===== config.mk =====
export PLATFORM = sky130hd
export DESIGN_NAME = cmd_parse
export DESIGN_NICKNAME = d
export VERILOG_FILES = /design/src/rtl/cmd_parse.sv
export SDC_FILE = /design/constraint.sdc
export NUM_CORES = 1
export LEC_CHECK = 0
export CAP_MARGIN = 15
export CORE_MARGIN = 8
export CORE_UTILIZATION = 40
export CTS_CLUSTER_SIZE = 20
export DETAILED_ROUTE_END_ITERATION = 8
export PLACE_DENSITY = 0.59
export SLEW_MARGIN = 20
export SYNTH_ARGS = -nofsm -noshare
export SYNTH_HDL_FRONTEND = slang
export SYNTH_SLANG_ARGS = --single-unit

===== constraint.sdc =====
create_clock -name clk -period 2.1 [get_ports clk]
set_input_delay 0.42 -clock clk [delete_from_list [all_inputs] [get_ports clk]]
set_output_delay 0.42 -clock clk [all_outputs]
set_load 0.01 [all_outputs]

===== src/rtl/cmd_parse.sv =====
// Command RAM reader: fetches a 10-byte frame through ram_cmd port B, checks the
// header and checksum, and publishes the frame type and payload on a fs/fd handshake.
module cmd_parse #(
    parameter logic [7:0]  BASE_ADDR = 8'h00,
    parameter logic [7:0]  HEAD0     = 8'h55,
    parameter logic [7:0]  HEAD1     = 8'hAA,
    parameter int unsigned RD_LAT    = 1
) (
    input  logic        clk,
    input  logic        rst_n,
    input  logic        fs,
    output logic        fd,
    output logic [7:0]  ram_cmd_rxa,
    input  logic [7:0]  ram_cmd_rxd,
    output logic [3:0]  com_btype,
    output logic [51:0] cache_cmd,
    output logic [1:0]  err_code,
    output logic [7:0]  cmd_cnt
);

    localparam int unsigned KW    = 4;
    localparam int unsigned PAYW  = 56;
    localparam int unsigned CMDW  = 52;
    localparam logic [KW-1:0] LAST_K = KW'(9);
    localparam logic [KW-1:0] DONE_K = KW'(10);

    localparam logic [3:0] S_IDLE  = 4'b0001;
    localparam logic [3:0] S_READ  = 4'b0010;
    localparam logic [3:0] S_CHECK = 4'b0100;
    localparam logic [3:0] S_DONE  = 4'b1000;

    localparam logic [1:0] ERR_OK   = 2'd0;
    localparam logic [1:0] ERR_HEAD = 2'd1;
    localparam logic [1:0] ERR_SUM  = 2'd2;

    logic [3:0]        state_q,  state_d;
    logic [7:0]        rxa_q,    rxa_d;
    logic [KW-1:0]     rd_k_q,   rd_k_d;
    logic [KW-1:0]     cap_k_q,  cap_k_d;
    logic [RD_LAT-1:0] vld_q,    vld_d;
    logic [7:0]        hdr0_q,   hdr0_d;
    logic [7:0]        hdr1_q,   hdr1_d;
    logic [PAYW-1:0]   pay_q,    pay_d;
    logic [7:0]        sum_q,    sum_d;
    logic [7:0]        chk_q,    chk_d;
    logic [3:0]        btype_q,  btype_d;
    logic [CMDW-1:0]   cmd_q,    cmd_d;
    logic [1:0]        err_q,    err_d;
    logic [7:0]        cnt_q,    cnt_d;
    logic              issue;

    // Next-state and datapath update
    always_comb begin
        state_d = state_q;
        rxa_d   = rxa_q;
        rd_k_d  = rd_k_q;
        cap_k_d = cap_k_q;
        vld_d   = '0;
        hdr0_d  = hdr0_q;
        hdr1_d  = hdr1_q;
        pay_d   = pay_q;
        sum_d   = sum_q;
        chk_d   = chk_q;
        btype_d = btype_q;
        cmd_d   = cmd_q;
        err_d   = err_q;
        cnt_d   = cnt_q;
        issue   = 1'b0;

        case (state_q)
            S_IDLE: begin
                // Every IDLE cycle wipes frame state so a restart never sees stale bytes
                rxa_d   = BASE_ADDR;
                rd_k_d  = '0;
                cap_k_d = '0;
                hdr0_d  = '0;
                hdr1_d  = '0;
                pay_d   = '0;
                sum_d   = '0;
                chk_d   = '0;
                if (fs) state_d = S_READ;
            end
            S_READ: begin
                if (!fs) begin
                    state_d = S_IDLE;
                    rxa_d   = BASE_ADDR;
                end else begin
                    issue = (rd_k_q <= LAST_K);
                    vld_d = RD_LAT'({vld_q, issue});
                    if (issue) begin
                        if (rd_k_q == LAST_K) begin
                            rd_k_d = DONE_K;
                        end else begin
                            rd_k_d = KW'(rd_k_q + KW'(1));
                            rxa_d  = 8'(rxa_q + 8'd1);
                        end
                    end
                    if (vld_q[RD_LAT-1]) begin
                        cap_k_d = KW'(cap_k_q + KW'(1));
                        case (cap_k_q)
                            KW'(0):  hdr0_d = ram_cmd_rxd;
                            KW'(1):  hdr1_d = ram_cmd_rxd;
                            LAST_K: begin
                                chk_d   = ram_cmd_rxd;
                                state_d = S_CHECK;
                            end
                            default: begin
                                pay_d = {pay_q[PAYW-9:0], ram_cmd_rxd};
                                sum_d = 8'(sum_q + ram_cmd_rxd);
                            end
                        endcase
                    end
                end
            end
            S_CHECK: begin
                if (!fs) begin
                    state_d = S_IDLE;
                    rxa_d   = BASE_ADDR;
                end else begin
                    state_d = S_DONE;
                    if ((hdr0_q != HEAD0) || (hdr1_q != HEAD1)) begin
                        err_d = ERR_HEAD;
                    end else if (sum_q != chk_q) begin
                        err_d = ERR_SUM;
                    end else begin
                        err_d   = ERR_OK;
                        btype_d = pay_q[PAYW-1:CMDW];
                        cmd_d   = pay_q[CMDW-1:0];
                        cnt_d   = 8'(cnt_q + 8'd1);
                    end
                end
            end
            S_DONE: begin
                if (!fs) begin
                    state_d = S_IDLE;
                    rxa_d   = BASE_ADDR;
                end
            end
            default: begin
                state_d = S_IDLE;
                rxa_d   = BASE_ADDR;
            end
        endcase
    end

    always_ff @(posedge clk or negedge rst_n) begin
        if (!rst_n) begin
            state_q <= S_IDLE;
            rxa_q   <= BASE_ADDR;
            rd_k_q  <= '0;
            cap_k_q <= '0;
            vld_q   <= '0;
            hdr0_q  <= '0;
            hdr1_q  <= '0;
            pay_q   <= '0;
            sum_q   <= '0;
            chk_q   <= '0;
            btype_q <= '0;
            cmd_q   <= '0;
            err_q   <= '0;
            cnt_q   <= '0;
        end else begin
            state_q <= state_d;
            rxa_q   <= rxa_d;
            rd_k_q  <= rd_k_d;
            cap_k_q <= cap_k_d;
            vld_q   <= vld_d;
            hdr0_q  <= hdr0_d;
            hdr1_q  <= hdr1_d;
            pay_q   <= pay_d;
            sum_q   <= sum_d;
            chk_q   <= chk_d;
            btype_q <= btype_d;
            cmd_q   <= cmd_d;
            err_q   <= err_d;
            cnt_q   <= cnt_d;
        end
    end

    assign fd          = state_q[3];
    assign ram_cmd_rxa = rxa_q;
    assign com_btype   = btype_q;
    assign cache_cmd   = cmd_q;
    assign err_code    = err_q;
    assign cmd_cnt     = cnt_q;

endmodule

==> impl_metrics.yaml, run 1 <==
clocking:
  clock_latency_ps: 420
  numCtsBuffers: 17
  clk_pin_slew_ps: 60
  cts-root-buf: "clkbuf_16"
  cts_tree: "done"
  cts_buffer_depth: 2
  htreeDepth: 4
  cts.sinks: 175
drt:
  routed-wl-met2_mm: 7.61
  m1WireLength_mm: 7.23
  topRoutingLayerUsed: "met4"
  routed_wl_mm: 15.6
  drc: 0
  route.met3.wl_um: 620
  ant_nets: 0
  viasPerCell: 5.25
  vias: 4814
  routedWlPerCell_um: 17.0
  dr.first_iter.drc_count: 276
  first_pass_iters: 4
sta:
  max_freq_mhz: 486
  setup_viol: 0
  tightest_slew_ps: 550
  grt_setup_unrepaired: "true"
  final.min_clock_period_ps: 2060
  fin_skew_ps: 6.72
  fin_tns_setup_ps: 0
  relSlewSlack: 0.633
  period_share: 0.980
  hold_viol: 0
  slew_viol_final: 0
  layout_setup_ws_ps: 43.0
synthesis:
  synth_xor_area_frac: 0.0337
  synth_top_family_by_area: "compound AO/OA/AOI/OAI gates"
  synth_fa_ha_area_frac: 0.0286
  synth_top_area_frac: 0.599
  ys_seq_area_frac: 0.602
  ys_types: 47
  synth.cell_area_um2: 7270
  synthMostInstantiatedCell: "dfrtp_1"
  ys_warn_count: 0
  netlist_instances: 558
  async_flop_share: 1.00
  avgSynthCellArea_um2: 13.0
  synth-edff-count: 0
  netlist_top_cells_area: "dfrtp_1, mux2_2, a22o_1"
  synth.net_count: 585
  synth_compound_area_frac: 0.123
  ys_seq_elements: 175
  synthTopCellsByCount: "dfrtp_1, mux2_2, a22o_1"
  yosys.area.top_type: "dfrtp_1"
  muxShareOfSynthArea: 0.104
  ys.flop_type: "dfrtp_1"
  synth_simple_gate_area_share: 0.0805
cells_and_area:
  nNetsFinal: 702
  antenna_cells: 0
  utilization: 0.526
  drive_gt1_frac: 0.201
  area_delta_synth_final_pct: 29.4
global_routing:
  first_global_vias: 5071
  grt_pass1_wl_mm: 26.1
  overflow: 0
  antenna_found_initial: 0
  grt_usage: 0.145
  grt_max_degree: 54
worst_hold_path:
  min_path_cells: 1
  hp-start: "cmd_cnt[7]"
  hp-class: "reg2reg"
  hold_end: "cmd_cnt[7]"
worst_setup_path:
  r2r-end: "cache_cmd[16]"
  required_ps: 2400
  crit_path_end_kind: "flop"
  max_stage_delay_ps: 420
  worst_path_max_delay_cell: "dfrtp_1"
  r2r_cells: 6
  startpoint_type: "flop"
  crit_type: "reg2reg"
  crit_path_frequent_cell: "buf_12"
  r2r_start: "sum_q[4]"
  worstPathCellList: "xnor2_1 -> nand4_1 -> nor4_4 -> buf_12 -> buf_12 -> mux2_2"
  rrSetupSlack_ps: 40
  cp_max_fo: 16
  critPathArrivalTime_ps: 2360
power:
  p_per_area_nw_per_um2: 803
  p_int_uw: 5790
  power.share.switching: 0.234
  switchingPower_uw: 1770
  combPwrFrac: 0.091
  clockPowerShare: 0.447
  p_seq_frac: 0.462
  p_leak_uw: 0.00434
  ir_drop_uv: 685
floorplanning:
  fp.dieH_um: 151
  die_w_um: 151
  core_area_um2: 17900
  start_util: 0.406
  die-area_um2: 22700
  num_rows: 49
  num_io_pins: 86
placed_design:
  place.detailed.hpwl_mm: 11.1
  globalplace.congestion: 0.753
  dpl_worst_slack_ps: -356
  io_buffers: 85
status:
  status: "finished, final reports clean"
flow_run:
  max-cap-violations: 0
[critical path, delay by kind of cell, from the launching register on]
kind	cells	cell delay (ps)
multiplexers	1	340
AND/OR/NAND/NOR	2	640
flip-flops	1	420
XOR/XNOR	1	170
buffers and inverters	2	360
[cell families (layout without fill, tap and decap cells)]
kind of cell | after synthesis | in the layout
buffers and inverters | 39 | 169
AO/OA/AOI/OAI | 123 | 123
multiplexers | 68 | 68
adder cells (fa/ha/maj) | 16 | 16
flip-flops | 175 | 175
AND/OR/NAND/NOR | 109 | 109
XOR/XNOR | 28 | 28
[power groups by stage]
stage / Combinational, µW / Clock [µW] / Sequential, µW
floorplan: 349 / 0 / 3540
global placement: 672 / 0 / 3550
detailed placement: 691 / 0 / 3550
CTS: 697 / 3460 / 3490
global route: 755 / 3630 / 3500
finish: 684 / 3380 / 3490
[cell type report]
type | count | area [µm²]
timing repair buffer | 122 | 1320
inverter | 15 | 56.3
tap | 229 | 287
sequential | 175 | 4380
fill | 1509 | 8490
clock inverter | 10 | 176
clock buffer | 22 | 464
multi-input combinational | 344 | 2720
[metal layers]
metal	vias to the layer above	GRT usage
met3	11	0.0305
met4	0	0.0524
met1	2452	0.187
li1	2257	-
met2	94	0.237
met5	-	0
[worst max-delay path by stage]
stage                         startpoint             to  slack (ps)  cells past startpoint
after global placement    ram_cmd_rxd[0]       sum_q[6]        -310                      8
after floorplan               state_q[1]   cache_cmd[0]         100                      5
after global routing            sum_q[6]   cache_cmd[0]         -40                      6
final                           sum_q[4]  cache_cmd[16]          40                      6
after detailed placement  ram_cmd_rxd[0]       sum_q[6]        -360                      8
after CTS                       sum_q[4]  cache_cmd[16]           1                      6
[repair_timing]
item / in CTS / in global routing
hold buffers: 1 / 0
hold endpoints to repair: 49 / 0
endpoints found under the setup margin: 50 / 58
pin swaps: 2 / 0
gates resized for setup: 1 / 4
buffers inserted: 0 / 2
[placed cells by master (no fill, tap or decap), types with 17 or more instances in the layout]
cell type,instances
dfrtp_1,174
clkdlybuf4s50_1,84
mux2_2,57
a22o_1,57
nand2_1,45
o21ai_0,38
buf_4,21
xnor2_1,18
clkbuf_16,17
[state kept, by name, indices dropped and copies added, names as in the netlist, 2 cells and up]
register	cells
cap_k_q	4
pay_q	56
chk_q	8
hdr1_q	8
sum_q	8
rd_k_q	4
state_q	4
com_btype	4
ram_cmd_rxa	8
hdr0_q	8
err_code	2
cmd_cnt	8
cache_cmd	52
[metrics by stage]
stage	hold WS [ps]	area, µm²	instances	power (µW)
after floorplan	124	7270	558	3890
after global placement	426	8720	882	4220
after detailed placement	432	8720	882	4240
after CTS	475	9380	915	7640
after global routing	498	9410	917	7880
final	469	9410	917	7560
Power figures use the tool's default switching activity.
==> run 2: changes to the inputs <==
--- a/config.mk
+++ b/config.mk
@@ -10,6 +10,7 @@
 export CORE_UTILIZATION = 40
 export CTS_CLUSTER_SIZE = 20
 export DETAILED_ROUTE_END_ITERATION = 8
+export MAX_ROUTING_LAYER = met4
 export PLACE_DENSITY = 0.59
 export SLEW_MARGIN = 20
 export SYNTH_ARGS = -nofsm -noshare
==> impl_metrics.yaml, run 2 (synthesis gave the netlist of run 1 again) <==
floorplanning:
  die_w_um: 151
  core_area_um2: 17900
  fp.dieH_um: 151
  num_rows: 49
  num_io_pins: 86
  start_util: 0.406
  die-area_um2: 22700
cells_and_area:
  drive_gt1_frac: 0.201
  stdcell_count: 917
  largest_reg_flops: 56
  antenna_cells: 0
  final_cell_mix: "dfrtp_1, clkdlybuf4s50_1, mux2_2"
  nNetsFinal: 702
  area_delta_synth_final_pct: 29.3
  layout_commonest_cell: "dfrtp_1"
  largest-register: "pay_q"
global_routing:
  grt_pass1_wl_mm: 26.1
  grt_usage: 0.150
  grt_max_degree: 54
  first_global_vias: 5067
  overflow: 0
  antenna_found_initial: 0
power:
  p_leak_uw: 0.00433
  clockPowerShare: 0.448
  p_per_area_nw_per_um2: 804
  ir_drop_uv: 686
  switchingPower_uw: 1780
  power.share.switching: 0.235
  p_seq_frac: 0.462
  p_int_uw: 5790
  combPwrFrac: 0.091
flow_run:
  max-cap-violations: 0
drt:
  ant_nets: 0
  vias: 4823
  drc: 0
  viasPerCell: 5.26
  routedWlPerCell_um: 17.0
  routed_wl_mm: 15.6
  dr.first_iter.drc_count: 282
  first_pass_iters: 4
sta:
  max_freq_mhz: 488
  final.min_clock_period_ps: 2050
  fin_tns_setup_ps: 0
  period_share: 0.976
  relSlewSlack: 0.635
  hold_viol: 0
  setup_viol: 0
  fin_skew_ps: 10.8
  tightest_slew_ps: 548
  layout_setup_ws_ps: 50.1
  slew_viol_final: 0
  grt_setup_unrepaired: "true"
worst_setup_path:
  startpoint_type: "flop"
  critPathArrivalTime_ps: 2360
  worst_path_max_delay_cell: "dfrtp_1"
  crit_type: "reg2reg"
  crit_path_frequent_cell: "buf_12"
  cp_max_fo: 16
  worstPathCellList: "xnor2_1 -> nand4_1 -> nor4_4 -> buf_12 -> buf_12 -> mux2_2"
  rrSetupSlack_ps: 50
  crit_path_end_kind: "flop"
  max_stage_delay_ps: 410
  required_ps: 2410
placed_design:
  io_buffers: 85
  place.detailed.hpwl_mm: 11.1
  place_inst: 882
  dpl_worst_slack_ps: -356
  globalplace.congestion: 0.762
clocking:
  clock_latency_ps: 420
  clk_pin_slew_ps: 70
  numCtsBuffers: 17
  htreeDepth: 4
  cts.sinks: 175
  cts_tree: "done"
  cts_buffer_depth: 2
  cts-root-buf: "clkbuf_16"
status:
  status: "finished, final reports clean"
worst_hold_path:
  hp-class: "reg2reg"
==> run 2: cell counts in the layout (fill, tap and decap cells not counted) <==
Identical to the previous run, type by type.
==> run 2: final timing paths <==
check / from / endpoint / cells after the start
max in group asynchronous: rst_n / cache_cmd[25] / 3
min: cmd_cnt[7] / cmd_cnt[7] / 1
min reg2reg: cmd_cnt[7] / cmd_cnt[7] / 1
max: sum_q[7] / cache_cmd[16] / 6
max reg2reg: sum_q[7] / cache_cmd[16] / 6
min in group asynchronous: rst_n / cmd_cnt[3] / 2
==> run 2: critical path: cells and delay by family, from the launching register on <==
| family | cells | cell delay [ps] |
|---|---|---|
| muxes | 1 | 340 |
| buffers and inverters | 2 | 360 |
| xor gates and xnor gates | 1 | 160 |
| and+or+nand+nor | 2 | 650 |
| DFF | 1 | 410 |
==> run 2: power groups by stage <==
stage          sequential [µW]  clock (µW)  combinational (µW)
2_1_floorplan             3540           0                 349
3_3_place_gp              3550           0                 672
3_5_place_dp              3550           0                 691
4_1_cts                   3490        3460                 697
5_1_grt                   3500        3630                 755
6_report                  3490        3390                 685
==> run 2: timing repair <==
| item | 4_1_cts | 5_1_grt |
|---|---|---|
| endpoints found under the setup margin | 50 | 58 |
| buffers inserted | 0 | 2 |
| gates resized for setup | 1 | 3 |
| pin swaps | 2 | 0 |
| hold buffers | 1 | 0 |
| hold endpoints to repair | 49 | 0 |
==> run 2: stage by stage <==
| stage | power [µW] | hold slack (ps) | instance area (µm²) | utilization |
|---|---|---|---|---|
| 2_1_floorplan | 3890 | 124 | 7270 | - |
| 3_3_place_gp | 4220 | 426 | 8720 | 0.487 |
| 3_5_place_dp | 4240 | 432 | 8720 | 0.487 |
| 4_1_cts | 7640 | 475 | 9380 | 0.524 |
| 5_1_grt | 7880 | 498 | 9400 | 0.525 |
| 6_report | 7560 | 469 | 9400 | 0.525 |
==> run 2: final cells by class <==
| type | count | area (µm²) |
|---|---|---|
| fillers | 1508 | 8500 |
| flip-flops and latches | 175 | 4380 |
| multi-input cells | 344 | 2720 |
| repair buffers | 122 | 1320 |
| clock buffers | 22 | 464 |
| well taps | 229 | 287 |
| clock inverters | 10 | 176 |
| inverters | 15 | 56.3 |
==> run 2: layer usage <==
| layer | part of all wire | GRT usage | up-vias |
|---|---|---|---|
| li1 | - | - | 2257 |
| met1 | 0.47 | 0.188 | 2469 |
| met2 | 0.49 | 0.237 | 89 |
| met3 | 0.037 | 0.0353 | 8 |
| met4 | 0.0074 | 0.0450 | 0 |
| met5 | 0 | - | - |
